--- src/rtl/spi_flash_pkg.sv ---
// Shared types and opcodes for the SPI flash responder.
// The opcode decoder lives here so any future responder variant decodes commands the same way.
package spi_flash_pkg;

    typedef enum logic [2:0] {
        IDLE,
        CMD,
        ADDR,
        DATA,
        ID,
        STAT,
        IGNORE
    } flash_state_e;

    localparam logic [7:0] OPC_READ = 8'h03;
    localparam logic [7:0] OPC_RDID = 8'h9F;
    localparam logic [7:0] OPC_RDSR = 8'h05;

    function automatic flash_state_e decode_opcode(input logic [7:0] opc);
        case (opc)
            OPC_READ: return ADDR;
            OPC_RDID: return ID;
            OPC_RDSR: return STAT;
            default:  return IGNORE;
        endcase
    endfunction

endpackage

--- src/rtl/spi_pin_sync.sv ---
// Brings the SPI pins into the clk domain and detects SCK edges and the CSN falling edge.
// The sck and csn chains each carry one extra flop so that edges are seen on synchronized values.
module spi_pin_sync #(
    parameter int SYNC_STAGES = 2
) (
    input  logic clk,
    input  logic rst_n,
    input  logic sck_i,
    input  logic csn_i,
    input  logic sdi_i,
    output logic sck_rise_o,
    output logic sck_fall_o,
    output logic csn_o,
    output logic csn_fall_o,
    output logic sdi_o
);

    logic [SYNC_STAGES-1:0] sck_sync_q;
    logic [SYNC_STAGES-1:0] csn_sync_q;
    logic [SYNC_STAGES-1:0] sdi_sync_q;
    logic                   sck_prev_q;
    logic                   csn_prev_q;

    // csn resets to "selected" so a frame that was open across reset never
    // produces a falling edge; the master must deselect and reselect first.
    always_ff @(posedge clk or negedge rst_n) begin
        if (!rst_n) begin
            sck_sync_q <= '0;
            csn_sync_q <= '0;
            sdi_sync_q <= '0;
            sck_prev_q <= 1'b0;
            csn_prev_q <= 1'b0;
        end else begin
            // NOTE: non-blocking assignments make every stage take the previous
            // stage's old value; blocking ones would collapse the chain to one flop.
            sck_sync_q <= {sck_sync_q[SYNC_STAGES-2:0], sck_i};
            csn_sync_q <= {csn_sync_q[SYNC_STAGES-2:0], csn_i};
            sdi_sync_q <= {sdi_sync_q[SYNC_STAGES-2:0], sdi_i};
            sck_prev_q <= sck_sync_q[SYNC_STAGES-1];
            csn_prev_q <= csn_sync_q[SYNC_STAGES-1];
        end
    end

    assign sck_rise_o = sck_sync_q[SYNC_STAGES-1] & ~sck_prev_q;
    assign sck_fall_o = ~sck_sync_q[SYNC_STAGES-1] & sck_prev_q;
    assign csn_o      = csn_sync_q[SYNC_STAGES-1];
    assign csn_fall_o = ~csn_sync_q[SYNC_STAGES-1] & csn_prev_q;
    assign sdi_o      = sdi_sync_q[SYNC_STAGES-1];

endmodule

--- src/rtl/spi_flash_responder.sv ---
// SPI mode-0 flash responder serving READ, RDID and RDSR from a 1-cycle synchronous read port.
// All logic runs in the clk domain on oversampled SPI pins.
module spi_flash_responder
    import spi_flash_pkg::*;
#(
    parameter int          ADDR_W      = 24,
    parameter logic [23:0] JEDEC_ID    = 24'h010219,
    parameter int          SYNC_STAGES = 2
) (
    input  logic              clk,
    input  logic              rst_n,
    input  logic              spi_sck_i,
    input  logic              spi_csn_i,
    input  logic              spi_sdi_i,
    output logic              spi_sdo_o,
    output logic              spi_sdo_oe_o,
    output logic              mem_req_o,
    output logic [ADDR_W-1:0] mem_addr_o,
    input  logic [7:0]        mem_rdata_i,
    input  logic [7:0]        status_i,
    output logic              busy_o
);

    logic sck_rise, sck_fall, csn_s, csn_fall, sdi_s;

    spi_pin_sync #(.SYNC_STAGES(SYNC_STAGES)) u_pin_sync (
        .clk        (clk),
        .rst_n      (rst_n),
        .sck_i      (spi_sck_i),
        .csn_i      (spi_csn_i),
        .sdi_i      (spi_sdi_i),
        .sck_rise_o (sck_rise),
        .sck_fall_o (sck_fall),
        .csn_o      (csn_s),
        .csn_fall_o (csn_fall),
        .sdi_o      (sdi_s)
    );

    flash_state_e      state_q, state_d;
    logic [4:0]        bit_cnt_q, bit_cnt_d;
    logic [22:0]       addr_q, addr_d;
    logic [6:0]        rx_q, rx_d;
    logic [7:0]        tx_q, tx_d;
    logic [1:0]        id_idx_q, id_idx_d;
    logic              sdo_q, sdo_d;
    logic              oe_q, oe_d;
    logic              busy_q, busy_d;
    logic              mem_req_q, mem_req_d;
    logic              rd_valid_q, rd_valid_d;
    logic [ADDR_W-1:0] mem_addr_q, mem_addr_d;

    // The last shifted-in bit completes the opcode/address in the same clk it arrives.
    logic [7:0]  opcode;
    logic [23:0] full_addr;
    logic [7:0]  id_byte;

    assign opcode    = {rx_q, sdi_s};
    assign full_addr = {addr_q, sdi_s};

    always_comb begin
        case (id_idx_q)
            2'd0:    id_byte = JEDEC_ID[23:16];
            2'd1:    id_byte = JEDEC_ID[15:8];
            default: id_byte = JEDEC_ID[7:0];
        endcase
    end

    always_comb begin
        // NOTE: every target gets a default up front so no path leaves one
        // unassigned, which is what would otherwise infer a latch.
        state_d    = state_q;
        bit_cnt_d  = bit_cnt_q;
        addr_d     = addr_q;
        rx_d       = rx_q;
        tx_d       = tx_q;
        id_idx_d   = id_idx_q;
        sdo_d      = sdo_q;
        oe_d       = oe_q;
        busy_d     = busy_q;
        mem_req_d  = 1'b0;
        mem_addr_d = mem_addr_q;
        rd_valid_d = 1'b0;

        if (csn_s) begin
            // Deselect beats any same-cycle SCK edge and drops an in-flight read.
            state_d   = IDLE;
            bit_cnt_d = '0;
            rx_d      = '0;
            tx_d      = '0;
            id_idx_d  = '0;
            sdo_d     = 1'b0;
            oe_d      = 1'b0;
            busy_d    = 1'b0;
        end else begin
            rd_valid_d = mem_req_q;
            case (state_q)
                IDLE: begin
                    if (csn_fall) begin
                        state_d   = CMD;
                        bit_cnt_d = '0;
                        busy_d    = 1'b1;
                    end
                end
                CMD: begin
                    if (sck_rise) begin
                        rx_d      = opcode[6:0];
                        bit_cnt_d = bit_cnt_q + 5'd1;
                        if (bit_cnt_q == 5'd7) begin
                            bit_cnt_d = '0;
                            state_d   = decode_opcode(opcode);
                            tx_d      = (opcode == OPC_RDSR) ? status_i : JEDEC_ID[23:16];
                            id_idx_d  = 2'd1;
                        end
                    end
                end
                ADDR: begin
                    if (sck_rise) begin
                        addr_d    = full_addr[22:0];
                        bit_cnt_d = bit_cnt_q + 5'd1;
                        if (bit_cnt_q == 5'd23) begin
                            bit_cnt_d  = '0;
                            state_d    = DATA;
                            mem_req_d  = 1'b1;
                            mem_addr_d = full_addr[ADDR_W-1:0];
                        end
                    end
                end
                DATA, ID, STAT: begin
                    if (state_q == DATA && rd_valid_q) begin
                        tx_d = mem_rdata_i;
                    end
                    if (sck_fall) begin
                        sdo_d     = tx_q[7];
                        oe_d      = 1'b1;
                        tx_d      = {tx_q[6:0], 1'b0};
                        bit_cnt_d = bit_cnt_q + 5'd1;
                        if (bit_cnt_q == 5'd7) begin
                            // Byte boundary: fetch or pick the next byte ahead of the next fall.
                            bit_cnt_d = '0;
                            if (state_q == DATA) begin
                                mem_req_d  = 1'b1;
                                mem_addr_d = mem_addr_q + {{(ADDR_W-1){1'b0}}, 1'b1};
                            end else if (state_q == ID) begin
                                tx_d     = id_byte;
                                id_idx_d = (id_idx_q == 2'd2) ? 2'd0 : id_idx_q + 2'd1;
                            end else begin
                                tx_d = status_i;
                            end
                        end
                    end
                end
                IGNORE: begin
                end
                default: state_d = IDLE;
            endcase
        end
    end

    always_ff @(posedge clk or negedge rst_n) begin
        if (!rst_n) begin
            state_q    <= IDLE;
            bit_cnt_q  <= '0;
            addr_q     <= '0;
            rx_q       <= '0;
            tx_q       <= '0;
            id_idx_q   <= '0;
            sdo_q      <= 1'b0;
            oe_q       <= 1'b0;
            busy_q     <= 1'b0;
            mem_req_q  <= 1'b0;
            rd_valid_q <= 1'b0;
            mem_addr_q <= '0;
        end else begin
            state_q    <= state_d;
            bit_cnt_q  <= bit_cnt_d;
            addr_q     <= addr_d;
            rx_q       <= rx_d;
            tx_q       <= tx_d;
            id_idx_q   <= id_idx_d;
            sdo_q      <= sdo_d;
            oe_q       <= oe_d;
            busy_q     <= busy_d;
            mem_req_q  <= mem_req_d;
            rd_valid_q <= rd_valid_d;
            mem_addr_q <= mem_addr_d;
        end
    end

    assign spi_sdo_o    = sdo_q;
    assign spi_sdo_oe_o = oe_q;
    assign mem_req_o    = mem_req_q;
    assign mem_addr_o   = mem_addr_q;
    assign busy_o       = busy_q;

endmodule

--- config.mk ---
export PLATFORM = sky130hd
export DESIGN_NAME = spi_flash_responder
export DESIGN_NICKNAME = d
export VERILOG_FILES = /design/src/rtl/spi_flash_pkg.sv /design/src/rtl/spi_pin_sync.sv /design/src/rtl/spi_flash_responder.sv
export SDC_FILE = /design/constraint.sdc
export NUM_CORES = 1
export LEC_CHECK = 0
export BUFFER_PORTS_ARGS = -buffer_cell sky130_fd_sc_hd__buf_4
export CORE_AREA = 2 2 101 103
export CTS_CLUSTER_DIAMETER = 150
export DETAILED_ROUTE_END_ITERATION = 10
export DIE_AREA = 0 0 103 105
export PLACE_DENSITY = 0.72
export REMOVE_ABC_BUFFERS = 1
export SLEW_MARGIN = 20
export SYNTH_ARGS = -nofsm -noshare
export SYNTH_HDL_FRONTEND = slang
export SYNTH_SLANG_ARGS = --single-unit
--- constraint.sdc ---
create_clock -name clk -period 2.2 [get_ports clk]
set_input_delay 0.55 -clock clk [delete_from_list [all_inputs] [get_ports clk]]
set_output_delay 0.55 -clock clk [all_outputs]
set_load 0.03 [all_outputs]
Word-level counts from Yosys, hierarchy flattened
Cells that the tools add are included.

Add/subtract/negate cells: 3. Multiply operators: 0. Divide/modulo/power cells: 0. $lt $le $gt $ge: 0. Equal/unequal tests: 29. Shift-type cells: 0. Multiplexer cells: 62. Bitwise logic cells: 6. Reductions and logical operators: 23.

Operators with widths (count): 24-bit two-way mux (5); 8-bit two-way mux (9); 24-bit case mux with 2 select lines (1); 5-bit two-way mux (7); 3-bit by 2-bit != test with 1-bit output, second input constant (9); 24-bit by 1-bit adder with 24-bit output, second input constant (1); 7-bit two-way mux (3); 5-bit case mux with 4 select lines (1); 3-bit two-way mux (6); 1-bit two-way mux (16); 2-bit two-way mux (8); 8-bit case mux with 2 select lines (1); 7-bit AND reduction (2); 2-bit nonzero test (7); 3-bit case mux with 4 select lines (1); 2-bit != test, second input constant (5); 5-bit case mux with 2 select lines (1); 3-bit equality test, second input constant (3); 3-bit case mux with 3 select lines (1); 8-bit by 2-bit equality test with 1-bit output, second input constant (1); 8-bit by 3-bit equality test with 1-bit output, second input constant (1); 8-bit equality test, second input constant (1); 3-bit by 2-bit equality test with 1-bit output, second input constant (2); 2-bit AND reduction (3); other kinds (24) (28).

Bits in registers: 85. Bits in latches: 0. Bits in writable memories: 0. Memory bits (read-only): 0. Input port bits: 21. Output and inout bits: 28. Logic and storage cells: 140. Memories: 0.

Longest topological paths before layout
Gate-level depths: netlist of the first run.

Depth in word-level cells: 8. Mapped depth: 8.

By module
From an unflattened synthesis of the first run, not the netlist that was laid out.

Cell total of the unflattened synthesis: 447. Area total of the unflattened synthesis: 4485.6 um^2.

By module, submodules not included: spi_flash_responder (times used 1, cells an instance 436, area an instance 4264.1 um^2); spi_pin_sync (times used 1, cells an instance 11, area an instance 221.5 um^2).

Least setup slack after synthesis of the first run
No wires, ideal clock.

Path kind: register to register. From: reg mem_addr_q[0] (netlist: mem_addr_o[0]). To: reg mem_addr_q[22] (netlist: mem_addr_o[22]). Setup time: 0.080 ns. Arrival: 1.751 ns. Path slack: 0.370 ns. Cell stages (with the launch flop): 7. Path buffers: 0. Period minus slack after synthesis: 1.830 ns. Cell sequence: dfrtp_1 ha_1 nand3_1 nor3_2 nand4b_1 a21oi_1 a2bb2oi_1.

Cells in the longest elaborated chain, start to end: 5.

Ends and longest elaborated chain: from (decl) (line spi_flash_responder.sv:50) `logic [ADDR_W-1:0] mem_addr_q, mem_addr_d;`; from (signal assigned) (line spi_flash_responder.sv:185) `mem_addr_q <= mem_addr_d;`; 24-bit by 1-bit adder with 24-bit output (line spi_flash_responder.sv:142) `mem_addr_d = mem_addr_q + {{(ADDR_W-1){1'b0}}, 1'b1};`; 24-bit two-way mux (line spi_flash_responder.sv:140) `if (state_q == DATA) begin`; 24-bit two-way mux (line spi_flash_responder.sv:137) `if (bit_cnt_q == 5'd7) begin`; 24-bit two-way mux (line spi_flash_responder.sv:132) `if (sck_fall) begin`; 24-bit case mux with 2 select lines (line spi_flash_responder.sv:96) `case (state_q)`.

No other way between the ends. The select of a mux whose other input is x is not followed. A chain may end at the register's enable or synchronous reset.

Final worst setup path of the first run
From: reg state_q[2]. To: reg mem_addr_q[8] (netlist: mem_addr_o[8]).

Cells in the longest elaborated chain, start to end: 4.

Ends and longest elaborated chain: from (decl) (line spi_flash_responder.sv:39) `flash_state_e state_q, state_d;`; from (signal assigned) (line spi_flash_responder.sv:174) `state_q <= state_d;`; 3-bit by 2-bit equality test with 1-bit output or 3-bit equality test (tied branches) (line spi_flash_responder.sv:96, spi_flash_responder.sv:140); 3-bit OR reduction (line spi_flash_responder.sv:96); 2-bit != test (no source line) or 2-bit nonzero test (tied branches); 7-bit AND reduction (no source line).

Parallel ways exist; a longest one is shown, timed or not.

==> results by group, run 1 <==
Power and ir drop
  – Maximum vdd ir drop: 332 uV
  – Share of power burned in registers: 0.419
  – Int Power: 2790 uW
  – Overall power: 4500 uW
  – Combinational power share: 0.349
  – Clock power share: 0.232
  – Power density over cell area: 831 nW/um^2
  – Psw: 1710 uW
  – Switching share of power: 0.380
  – Lkg Pwr: 0.00242 uW

Job
  – Max-capacitance violation count: 0

Route
  – Final routed DRC violation total: 0
  – Vias/cell: 5.92
  – Router iterations before antenna repair: 4
  – DRC marker count from the first detailed-route iteration: 227
  – Routed length per instance: 16.4 um
  – Routed via count: 3,877
  – Remaining antenna violation count: 0
  – Total Wirelength: 10,800 um

Placed design
  – Final weighted congestion in routability-driven placement: 0.879
  – Detail Placement HPWL: 7360 um
  – Buffers added on ports: 48
  – Post-placement setup slack: 0.0933 ns

STA
  – Tightest Pin Transition: 0.577 ns
  – Final period util: 0.938
  – Worst slew margin: 0.605
  – RSZ-0062 raised after global routing: no
  – Total count of hold-check failures in the final report: 0
  – Final Hold Slack: 0.135 ns
  – FMAX: 485 MHz
  – Post-layout worst setup margin: 0.137 ns
  – Final setup viols: 0
  – Fin Clk Skew: 0.0167 ns
  – Final count of pins violating max slew: 0
  – Final min period: 2.06 ns

Global route
  – Via count of the first global-routing pass: 3,737
  – Wire length of the first global-routing pass: 18,000 um
  – Remaining global-route overflow: 0
  – Initial antenna violation count: 0
  – Maximum number of pins on one net before global-route repair: 57
  – Combined global-route utilization of all metal layers: 0.208

Clock network
  – Postcts setup bufs: 0
  – Clock latency of the later-clocked register in the worst-skew pair: 0.36 ns
  – Clk sink count: 85
  – Number of buffers created by CTS: 9
  – Resize count post-CTS: 0
  – Post-CTS Hold Fix Bufs: 0
  – Clock tree from TritonCTS: built
  – Root buffer cell: sky130_fd_sc_hd__clkbuf_8
  – Buffer levels on the longest clock path: 2
  – Clock slew at reported path FFs: 0.10 ns
  – Level count of the clock H-tree: 3

Worst setup path
  – Startpoint of the worst-slack reg-to-reg timing path: state_q[2]
  – CP Data Arrival Time: 2.30 ns
  – Destination of the critical timing path: mem_addr_o[8]
  – Critical register-to-register path endpoint: mem_addr_o[8]
  – Number of cells on the worst reg-to-reg path: 6
  – Setup slack of the worst register-to-register path: 0.14 ns
  – Element type at the critical path start: register
  – Sort of element at the end of the critical path: register
  – Max FO, Critical Path: 18
  – Required time at the worst-slack endpoint: 2.44 ns
  – Classification of the worst setup path: register to register
  – Startpoint of the worst setup timing path: state_q[2]

Final layout
  – Growth of design area from synthesis to finish: 15.9%
  – Net count, final: 540
  – Layout cell share with drive strength beyond 1: 0.259
  – Number of filler cells placed in the layout: 879
  – Most common library cell in the layout ignoring fill and taps: sky130_fd_sc_hd__dfrtp_1
  – Number of antenna diodes: 0
  – Highest-count cells in the layout ignoring fill and taps: sky130_fd_sc_hd__dfrtp_1, sky130_fd_sc_hd__buf_4, sky130_fd_sc_hd__nor2_1

Synth
  – Number of unique standard cell types used by synthesis: 72
  – Total number of yosys warnings: 0
  – Netlist area before placement: 4670 um^2
  – Post-synthesis cell count: 470
  – Post-synth top flop: sky130_fd_sc_hd__dfrtp_1
  – Post-Synthesis Mean Instance Area: 9.95 um^2
  – #FFs+latches synth: 85
  – Number of enable flip-flop cells after synthesis: 0
  – Fraction of synthesis flops using an asynchronous set or reset pin: 1.00
  – Sequential fraction of the synthesis area: 0.455

Die
  – Die Y: 105 um
  – Total I/O pin count: 49
  – Area of the die: 10,800 um^2
  – Site row count: 36
  – Core area: 9640 um^2
  – DIE WIDTH: 103 um
  – Initial Utilization: 0.485

Min path
  – Worst min-delay path class: input pin to asynchronous set/reset pin

Status
  – Result of the run: finished, final reports clean
routing by layer:
metal	track usage	vias to the layer above	part of all wire
li1	-	1842	-
met5	0	-	0
met3	0.0254	22	0.044
met1	0.294	1904	0.46
met4	0.0686	0	0.019
met2	0.329	109	0.48
worst min-delay path by stage:
stage | start | endpoint | slack (ns) | depth (start not counted)
finish | rst_n | u_pin_sync.csn_prev_q | 0.13 | 1
global route | rst_n | u_pin_sync.csn_prev_q | 0.17 | 1
CTS | rst_n | state_q[0] | 0.14 | 1
detailed placement | u_pin_sync.sdi_sync_q[0] | u_pin_sync.sdi_sync_q[1] | 0.34 | 0
global placement | u_pin_sync.sck_sync_q[0] | u_pin_sync.sck_sync_q[1] | 0.33 | 0
floorplan | rst_n | addr_q[0] | 0.25 | 0
cell usage after synthesis, types with 2 or more instances:
cell | n | area share
sky130_fd_sc_hd__o22a_1 | 5 | 0.0094
sky130_fd_sc_hd__mux2_2 | 26 | 0.063
sky130_fd_sc_hd__nor3_1 | 7 | 0.0075
sky130_fd_sc_hd__nand2_1 | 37 | 0.030
sky130_fd_sc_hd__o211a_1 | 3 | 0.0064
sky130_fd_sc_hd__o21ai_1 | 2 | 0.0021
sky130_fd_sc_hd__a211oi_1 | 4 | 0.0064
sky130_fd_sc_hd__a2111oi_2 | 3 | 0.0096
sky130_fd_sc_hd__and2b_1 | 2 | 0.0032
sky130_fd_sc_hd__a21oi_1 | 34 | 0.036
sky130_fd_sc_hd__a31oi_1 | 7 | 0.0094
sky130_fd_sc_hd__buf_1 | 2 | 0.0016
sky130_fd_sc_hd__inv_1 | 8 | 0.0064
sky130_fd_sc_hd__nor2_2 | 2 | 0.0027
sky130_fd_sc_hd__mux2_1 | 4 | 0.0096
sky130_fd_sc_hd__o21a_1 | 2 | 0.0032
sky130_fd_sc_hd__o21ai_0 | 24 | 0.026
sky130_fd_sc_hd__and4bb_2 | 2 | 0.0054
sky130_fd_sc_hd__dfrtp_1 | 85 | 0.46
sky130_fd_sc_hd__o21bai_1 | 2 | 0.0032
sky130_fd_sc_hd__clkbuf_2 | 2 | 0.0021
sky130_fd_sc_hd__a2bb2oi_1 | 14 | 0.026
sky130_fd_sc_hd__nor2_1 | 44 | 0.035
sky130_fd_sc_hd__o22ai_1 | 10 | 0.013
sky130_fd_sc_hd__buf_2 | 14 | 0.015
sky130_fd_sc_hd__a41oi_1 | 3 | 0.0056
sky130_fd_sc_hd__and3_1 | 5 | 0.0067
sky130_fd_sc_hd__nand4_1 | 11 | 0.015
sky130_fd_sc_hd__nor3b_1 | 3 | 0.0048
sky130_fd_sc_hd__buf_4 | 8 | 0.013
sky130_fd_sc_hd__ha_1 | 2 | 0.0054
sky130_fd_sc_hd__a22o_1 | 3 | 0.0056
sky130_fd_sc_hd__nor4_1 | 3 | 0.0040
sky130_fd_sc_hd__nor2b_1 | 7 | 0.0094
sky130_fd_sc_hd__nand3_1 | 19 | 0.020
sky130_fd_sc_hd__and4_1 | 3 | 0.0056
sky130_fd_sc_hd__mux2i_1 | 15 | 0.032
sky130_fd_sc_hd__clkbuf_1 | 6 | 0.0048
sky130_fd_sc_hd__and3b_1 | 2 | 0.0037
sky130_fd_sc_hd__nand2b_1 | 3 | 0.0040
area by class of cell:
type                    instances  area (um^2)  share of cell area
multi-input cells             343         2350               0.433
flip-flops and latches         85         2130               0.393
repair buffers                 69          556               0.103
well taps                     133          166              0.0307
clock buffers                  10          138              0.0254
clock inverters                 6         47.5             0.00878
inverters                       9         33.8             0.00624
logic make-up (layout without fill, tap and decap cells):
group | after synthesis | after routing | synth area share
multiplexers | 45 | 45 | 0.104
AO/OA/AOI/OAI | 133 | 133 | 0.200
AND/OR/NAND/NOR | 163 | 163 | 0.189
buffers and inverters | 42 | 94 | 0.0460
adder cells (fa/ha/maj) | 2 | 2 | 0.00535
flip-flops | 85 | 85 | 0.455
through the flow:
| stage | cell area (um^2) | setup TNS (ns) | utilization | cells |
|---|---|---|---|---|
| global placement | 5230 | 0 | 0.542 | 639 |
| global route | 5420 | 0 | 0.562 | 655 |
| detailed placement | 5230 | 0 | 0.542 | 639 |
| finish | 5420 | 0 | 0.562 | 655 |
| floorplan | 4490 | -21.05 | - | 437 |
| CTS | 5410 | 0 | 0.561 | 655 |
power by group through the flow:
stage	clock network, uW	logic [uW]	registers, uW
3_5_place_dp	0	1540	1910
6_report	1050	1570	1890
4_1_cts	1090	1550	1880
3_3_place_gp	0	1510	1900
2_1_floorplan	0	996	1910
5_1_grt	1130	1730	1910
worst max-delay path, cell delays in order (launching register included):
cell and delay (ns):
sky130_fd_sc_hd__dfrtp_1 0.58, sky130_fd_sc_hd__nor2_1 0.42, sky130_fd_sc_hd__o2111ai_2 0.25, sky130_fd_sc_hd__inv_2 0.33, sky130_fd_sc_hd__o21ai_0 0.18, sky130_fd_sc_hd__nand2_1 0.10, sky130_fd_sc_hd__o21ai_0 0.08
flip-flops by register name, indices dropped and copies added, names as in the netlist, 2 cells and up:
signal,cells
mem_addr_o,24
tx_q,8
u_pin_sync.csn_sync_q,2
bit_cnt_q,5
addr_q,23
rx_q,7
id_idx_q,2
u_pin_sync.sck_sync_q,2
u_pin_sync.sdi_sync_q,2
state_q,3
(Power assumes the default switching activity.)
==> inputs of run 2 (changes only) <==
--- a/config.mk
+++ b/config.mk
@@ -5,11 +5,12 @@
 export SDC_FILE = /design/constraint.sdc
 export NUM_CORES = 1
 export LEC_CHECK = 0
+export ABC_AREA = 1
 export BUFFER_PORTS_ARGS = -buffer_cell sky130_fd_sc_hd__buf_4
-export CORE_AREA = 2 2 101 103
+export CORE_AREA = 2 2 103 105
 export CTS_CLUSTER_DIAMETER = 150
 export DETAILED_ROUTE_END_ITERATION = 10
-export DIE_AREA = 0 0 103 105
+export DIE_AREA = 0 0 105 107
 export PLACE_DENSITY = 0.72
 export REMOVE_ABC_BUFFERS = 1
 export SLEW_MARGIN = 20
==> run 2 against run 1 <==
First-iteration DRC count is 45% higher. Sequential share of layout area is 1.2 points lower. Synthesized area is 4.4% higher. Clock power is 7% higher. Worst hold slack better by 0.049 ns. Critical endpoint is now mem_addr_o[11]. Die area is 3.9% higher. Count of clock-buffer cells in the layout is 2 higher. Utilization is 0.82 points lower. Worst setup slack better by 0.096 ns. Fmax is 4.9% higher. Via count is 19% higher.
==> results by group, run 2 <==
Synth
  – Yosys top cell by area: sky130_fd_sc_hd__dfrtp_1
  – Post-synth top flop: sky130_fd_sc_hd__dfrtp_1
  – Post-synthesis cell count: 703 (+50%)
  – Fraction of synthesis flops using an asynchronous set or reset pin: 1.00 (unchanged)
  – Post-Synthesis Mean Instance Area: 6.94 um^2 (-30%)
  – Top cell type's share of synthesized area: 0.436 (-0.0191)
  – Number of unique standard cell types used by synthesis: 33 (-54%)
  – Sequential fraction of the synthesis area: 0.436 (-0.0191)
  – #FFs+latches synth: 85 (unchanged)
  – Commonest cells in the synthesized netlist: sky130_fd_sc_hd__nand2_1, sky130_fd_sc_hd__dfrtp_1, sky130_fd_sc_hd__nor2_1
  – Top-count cell post-synth: sky130_fd_sc_hd__nand2_1
  – Biggest area contributors in the synthesized netlist: sky130_fd_sc_hd__dfrtp_1, sky130_fd_sc_hd__nand2_1, sky130_fd_sc_hd__nor2_1, sky130_fd_sc_hd__nand3_1, sky130_fd_sc_hd__o21ai_0
  – Netlist area before placement: 4880 um^2 (+4.4%)
  – Total number of yosys warnings: 0 (unchanged)
  – Number of enable flip-flop cells after synthesis: 0 (unchanged)

Global route
  – Remaining global-route overflow: 0 (unchanged)
  – Initial antenna violation count: 0 (unchanged)
  – Wire length of the first global-routing pass: 20,800 um (+16%)
  – Combined global-route utilization of all metal layers: 0.232 (+0.0242)
  – Maximum number of pins on one net before global-route repair: 86 (+51%)
  – Via count of the first global-routing pass: 4,376 (+17%)

Final layout
  – Most common library cell in the layout ignoring fill and taps: sky130_fd_sc_hd__nand2_1
  – Net count, final: 774 (+43%)
  – Number of antenna diodes: 0 (unchanged)
  – Number of flip-flops under the largest register name: 24 (unchanged)
  – Growth of design area from synthesis to finish: 14.5%
  – Layout cell share with drive strength beyond 1: 0.126 (-0.133)
  – Highest-count cells in the layout ignoring fill and taps: sky130_fd_sc_hd__nand2_1, sky130_fd_sc_hd__dfrtp_1, sky130_fd_sc_hd__nor2_1
  – Number of filler cells placed in the layout: 984 (+12%)

Min path
  – Worst min-delay path class: input pin to asynchronous set/reset pin

Clock network
  – Post-CTS Hold Fix Bufs: 0 (unchanged)
  – Clock slew at reported path FFs: 0.08 ns (-0.02 ns)
  – Number of buffers created by CTS: 9 (unchanged)
  – Clock tree from TritonCTS: built
  – Clk sink count: 85 (unchanged)
  – Postcts setup bufs: 0 (unchanged)
  – Resize count post-CTS: 0 (unchanged)
  – Clock latency of the later-clocked register in the worst-skew pair: 0.37 ns (about the same)
  – Buffer levels on the longest clock path: 2 (unchanged)
  – Level count of the clock H-tree: 3 (unchanged)
  – Root buffer cell: sky130_fd_sc_hd__clkbuf_8

STA
  – FMAX: 508 MHz (+4.9%)
  – Final setup viols: 0 (unchanged)
  – Final min period: 1.97 ns (-0.0962 ns)
  – Final count of pins violating max slew: 0 (unchanged)
  – Final period util: 0.894 (-0.0437)
  – Tightest Pin Transition: 0.564 ns (-0.0128 ns)
  – Worst slew margin: 0.620 (+0.0145)
  – Fin Clk Skew: 0.0108 ns (-0.00586 ns)
  – Final TNS setup: 0 ns (unchanged)
  – RSZ-0062 raised after global routing: no
  – Total count of hold-check failures in the final report: 0 (unchanged)
  – Final Hold Slack: 0.184 ns (+0.0492 ns)

Worst setup path
  – Cell with the biggest individual delay on the critical path: sky130_fd_sc_hd__dfrtp_1
  – Startpoint of the worst-slack reg-to-reg timing path: bit_cnt_q[0]
  – Classification of the worst setup path: register to register
  – Cells along the critical path: ha_1, nand2_2, nor3_2, nand3_1, nand2_1, nand2_2, inv_2, nand3_1, nand2_1
  – CP Data Arrival Time: 2.27 ns (-0.03 ns)
  – Required time at the worst-slack endpoint: 2.51 ns (+0.07 ns)
  – Max FO, Critical Path: 16 (-2)
  – Critical register-to-register path endpoint: mem_addr_o[11]
  – Setup slack of the worst register-to-register path: 0.23 ns (+0.10 ns)
  – Count of buffer and inverter cells on the critical path: 1 (unchanged)
  – Category of cells accounting for the largest share of critical-path delay: simple AND/OR/NAND/NOR gates
  – Element type at the critical path start: register
  – Number of cells on the worst reg-to-reg path: 9 (+3)
  – Worst stage delay on the critical path: 0.42 ns (-0.16 ns)
  – Sort of element at the end of the critical path: register

Die
  – Site row count: 37 (+2.8%)
  – DIE WIDTH: 105 um (+1.9%)
  – Initial Utilization: 0.484 (-0.00143)
  – Area of the die: 11,200 um^2 (+3.9%)
  – Die Y: 107 um (+1.9%)
  – Total I/O pin count: 49 (unchanged)
  – Core area: 10,100 um^2 (+4.7%)

Route
  – DRC marker count from the first detailed-route iteration: 330 (+45%)
  – Routed via count: 4,617 (+19%)
  – Final routed DRC violation total: 0 (unchanged)
  – Remaining antenna violation count: 0 (unchanged)
  – Vias/cell: 5.18 (-12%)
  – Router iterations before antenna repair: 5 (+1)
  – Total Wirelength: 12,200 um (+14%)
  – Routed length per instance: 13.7 um (-16%)

Power and ir drop
  – Lkg Pwr: 0.00271 uW (+12%)
  – Power density over cell area: 824 nW/um^2 (-0.80%)
  – Maximum vdd ir drop: 363 uV (+9.3%)

Placed design
  – Buffers added on ports: 48 (unchanged)
  – Detail Placement HPWL: 8780 um (+19%)
  – Final weighted congestion in routability-driven placement: 0.895 (+1.8%)

Job
  – Max-capacitance violation count: 0 (unchanged)

Status
  – Result of the run: finished, final reports clean
## run 2: cell count changes after synthesis, sizes merged, moves of 15 or more
cell	delta
nor2	+48
mux2i	-15
nand2	+215
mux2	-30
inv	+60
o21ai	+32
nand3	+44
## run 2: cell families (layout without fill, tap and decap cells)
group	count (synthesis)	in the layout	share of synthesized area
flops	85	85	0.436
xor+xnor	4	4	0.00718
fa+ha+maj	2	2	0.00513
simple gates	440	440	0.386
buf+inv	88	140	0.0759
compound gates	84	84	0.0900
## run 2: area by class of cell
cell class	count	area [um^2]	area share
sequential	85	2130	0.381
multi-input combinational	530	2380	0.426
clock buffer	12	145	0.0260
timing repair buffer	56	458	0.0820
clock inverter	3	46.3	0.00828
inverter	69	259	0.0464
tap	136	170	0.0305
## run 2: how the worst max path moves through the flow
stage                              from             end  slack, ns  cells after the start
2_1_floorplan  u_pin_sync.csn_sync_q[1]       addr_q[0]       0.23                      4
3_3_place_gp               bit_cnt_q[0]   mem_addr_o[9]       0.32                      9
3_5_place_dp               bit_cnt_q[0]   mem_addr_o[3]       0.24                      8
4_1_cts                    bit_cnt_q[0]  mem_addr_o[11]       0.24                      9
5_1_grt                    bit_cnt_q[0]   mem_addr_o[5]       0.05                      9
6_report                   bit_cnt_q[0]  mem_addr_o[11]       0.23                      9
## run 2: report_power, final
| part | leakage (uW) | switching [uW] | internal [uW] | total (uW) |
|---|---|---|---|---|
| Combinational | 0.00147 | 1020 | 490 | 1510 |
| Clock | 0.0000927 | 563 | 553 | 1120 |
| Sequential | 0.00115 | 182 | 1800 | 1980 |
| Total | 0.00271 | 1770 | 2840 | 4610 |
## run 2: metal layers
| metal | vias up | track usage | share of wire |
|---|---|---|---|
| met3 | 19 | 0.0492 | 0.060 |
| met4 | 0 | 0.0990 | 0.021 |
| met1 | 2122 | 0.314 | 0.47 |
| met5 | - | 0 | 0 |
| li1 | 2331 | - | - |
| met2 | 145 | 0.362 | 0.45 |
## run 2: through the flow
| stage | cell area (um^2) | utilization | instances | setup WS [ns] | total power [uW] |
|---|---|---|---|---|---|
| 2_1_floorplan | 4770 | - | 684 | 0.227 | 3030 |
| 3_3_place_gp | 5400 | 0.535 | 876 | 0.323 | 3490 |
| 3_5_place_dp | 5400 | 0.535 | 876 | 0.242 | 3520 |
| 4_1_cts | 5590 | 0.554 | 891 | 0.236 | 4640 |
| 5_1_grt | 5590 | 0.554 | 891 | 0.0489 | 4940 |
| 6_report | 5590 | 0.554 | 891 | 0.233 | 4610 |
==> inputs of run 3 (changes only) <==
--- a/config.mk
+++ b/config.mk
@@ -7,11 +7,11 @@
 export LEC_CHECK = 0
 export ABC_AREA = 1
 export BUFFER_PORTS_ARGS = -buffer_cell sky130_fd_sc_hd__buf_4
-export CORE_AREA = 2 2 103 105
+export CORE_AREA = 2 2 108 110
 export CTS_CLUSTER_DIAMETER = 150
 export DETAILED_ROUTE_END_ITERATION = 10
-export DIE_AREA = 0 0 105 107
-export PLACE_DENSITY = 0.72
+export DIE_AREA = 0 0 110 112
+export PLACE_DENSITY = 0.67
 export REMOVE_ABC_BUFFERS = 1
 export SLEW_MARGIN = 20
 export SYNTH_ARGS = -nofsm -noshare
==> run 3 against run 2 <==
Count of clock-buffer cells in the layout down 2. Non-clock buffer count up 1. Worst setup slack better by 0.14 ns. Clock skew down 0.0039 ns. Largest cell class unchanged.
==> results by group, run 3 (synthesized netlist as in run 2, its figures left out) <==
Job
  – Max-capacitance violation count: 0 (unchanged)

Die
  – Area of the die: 12,300 um^2 (+9.7%)
  – Core area: 11,200 um^2 (+11%)
  – DIE WIDTH: 110 um (+4.8%)
  – Initial Utilization: 0.437 (-0.0468)
  – Die Y: 112 um (+4.7%)
  – Site row count: 39 (+5.4%)
  – Total I/O pin count: 49 (unchanged)

Clock network
  – Clk sink count: 85 (unchanged)
  – Resize count post-CTS: 0 (unchanged)
  – Level count of the clock H-tree: 3 (unchanged)
  – Buffer levels on the longest clock path: 2 (unchanged)
  – Clock latency of the later-clocked register in the worst-skew pair: 0.34 ns (-0.03 ns)
  – Clock slew at reported path FFs: 0.06 ns (-0.02 ns)
  – Clock tree from TritonCTS: built
  – Root buffer cell: sky130_fd_sc_hd__clkbuf_16
  – Postcts setup bufs: 0 (unchanged)
  – Post-CTS Hold Fix Bufs: 0 (unchanged)
  – Number of buffers created by CTS: 9 (unchanged)

STA
  – Final count of pins violating max slew: 0 (unchanged)
  – Tightest Pin Transition: 0.581 ns (+0.0166 ns)
  – RSZ-0062 raised after global routing: no
  – FMAX: 547 MHz (+7.6%)
  – Total count of hold-check failures in the final report: 0 (unchanged)
  – Final Hold Slack: 0.212 ns (+0.0283 ns)
  – Final min period: 1.83 ns (-0.139 ns)
  – Final setup viols: 0 (unchanged)
  – Post-layout worst setup margin: 0.372 ns (+0.139 ns)
  – Final period util: 0.831 (-0.0630)
  – Fin Clk Skew: 0.00695 ns (-0.00388 ns)
  – Final TNS setup: 0 ns (unchanged)
  – Worst slew margin: 0.612 (-0.00749)

Global route
  – Via count of the first global-routing pass: 4,456 (+1.8%)
  – Wire length of the first global-routing pass: 21,000 um (+1.2%)
  – Combined global-route utilization of all metal layers: 0.216 (-0.0161)
  – Initial antenna violation count: 0 (unchanged)
  – Remaining global-route overflow: 0 (unchanged)
  – Maximum number of pins on one net before global-route repair: 86 (unchanged)

Min path
  – Worst min-delay path class: input pin to asynchronous set/reset pin

Status
  – Result of the run: finished, final reports clean

Worst setup path
  – Cell with the biggest individual delay on the critical path: sky130_fd_sc_hd__dfrtp_1
  – Required time at the worst-slack endpoint: 2.43 ns (-0.08 ns)
  – CP Data Arrival Time: 2.06 ns (-0.21 ns)
  – Category of cells accounting for the largest share of critical-path delay: simple AND/OR/NAND/NOR gates
  – Number of cells on the worst reg-to-reg path: 10 (+1)
  – Path length in cells of the critical path: 10 (+1)
  – Cells along the critical path: ha_1, nand2_2, nor2_4, nand2_2, o21ai_2, nand2_1, nor2_1, inv_1, nand2_1, nand2_1
  – Element type at the critical path start: register
  – Worst stage delay on the critical path: 0.40 ns (-0.02 ns)
  – Classification of the worst setup path: register to register
  – Most used cell, CP: sky130_fd_sc_hd__nand2_1
  – Max FO, Critical Path: 5 (-11)
  – Sort of element at the end of the critical path: register
  – Count of buffer and inverter cells on the critical path: 1 (unchanged)

Final layout
  – Number of antenna diodes: 0 (unchanged)
  – Number of flip-flops under the largest register name: 24 (unchanged)
  – Net count, final: 775 (+0.13%)
  – Most common library cell in the layout ignoring fill and taps: sky130_fd_sc_hd__nand2_1
  – Layout cell share with drive strength beyond 1: 0.131 (+0.00495)
  – Highest-count cells in the layout ignoring fill and taps: sky130_fd_sc_hd__nand2_1, sky130_fd_sc_hd__dfrtp_1, sky130_fd_sc_hd__nor2_1
  – Growth of design area from synthesis to finish: 16.7%
  – Layout Cells excl Fill: 900 (+1.0%)

Route
  – Final routed DRC violation total: 0 (unchanged)
  – Routed via count: 4,630 (+0.28%)
  – Remaining antenna violation count: 0 (unchanged)
  – Routed length per instance: 13.6 um (-0.95%)
  – DRC marker count from the first detailed-route iteration: 383 (+16%)
  – Router iterations before antenna repair: 6 (+1)
  – Vias/cell: 5.14 (-0.72%)
  – Total Wirelength: 12,300 um (about the same)

Placed design
  – Buffers added on ports: 48 (unchanged)
  – Inst Count DP: 884 (+0.91%)
  – Final weighted congestion in routability-driven placement: 0.914 (+2.1%)
  – Detail Placement HPWL: 8720 um (-0.72%)
  – Post-placement setup slack: 0.383 ns (+0.142 ns)

Power and ir drop
  – Lkg Pwr: 0.00276 uW (+1.9%)
  – Maximum vdd ir drop: 458 uV (+26%)
  – Overall power: 5030 uW (+9.3%)
  – Power density over cell area: 884 nW/um^2 (+7.3%)
-- run 3: changes by cell type in the layout (fill, tap and decap cells not counted), sizes merged --
cell / change
clkbuf: -2
inv: +2
clkinv: +1
buf: +1
-- run 3: metal layers --
metal | vias up | GRT usage | wire (um)
met2 | 119 | 0.326 | 5510
met1 | 2163 | 0.309 | 5990
met4 | 0 | 0.0667 | 157
met5 | - | 0 | 0
li1 | 2334 | - | -
met3 | 14 | 0.0457 | 588
-- run 3: path summary, 6_finish.rpt --
check | from | end | slack (ns)
min in group clk | spi_csn_i | u_pin_sync.csn_sync_q[0] | 0.32
min reg2reg | u_pin_sync.csn_sync_q[0] | u_pin_sync.csn_sync_q[1] | 0.35
min | rst_n | bit_cnt_q[3] | 0.21
max | bit_cnt_q[0] | id_idx_q[0] | 0.37
max reg2reg | bit_cnt_q[0] | id_idx_q[0] | 0.37
max in group asynchronous | rst_n | mem_addr_o[16] | 1.61
-- run 3: layout make-up --
class / count / area (um^2)
tap: 143 / 179
sequential: 85 / 2130
clock buffer: 10 / 239
clock inverter: 6 / 68.8
multi-input combinational: 530 / 2380
timing repair buffer: 57 / 440
inverter: 69 / 259
fill: 1088 / 5480
-- run 3: stage by stage --
step	utilization	area, um^2
finish	0.510	5700
floorplan	-	4770
detailed placement	0.482	5390
global placement	0.482	5390
CTS	0.510	5700
global route	0.510	5700
-- run 3: report_power, final --
part	leakage (uW)	switching (uW)	total [uW]	internal [uW]
combinational	0.00146	1030	1500	471
clock	0.000149	643	1560	918
sequential	0.00115	179	1980	1800
total	0.00276	1850	5030	3190
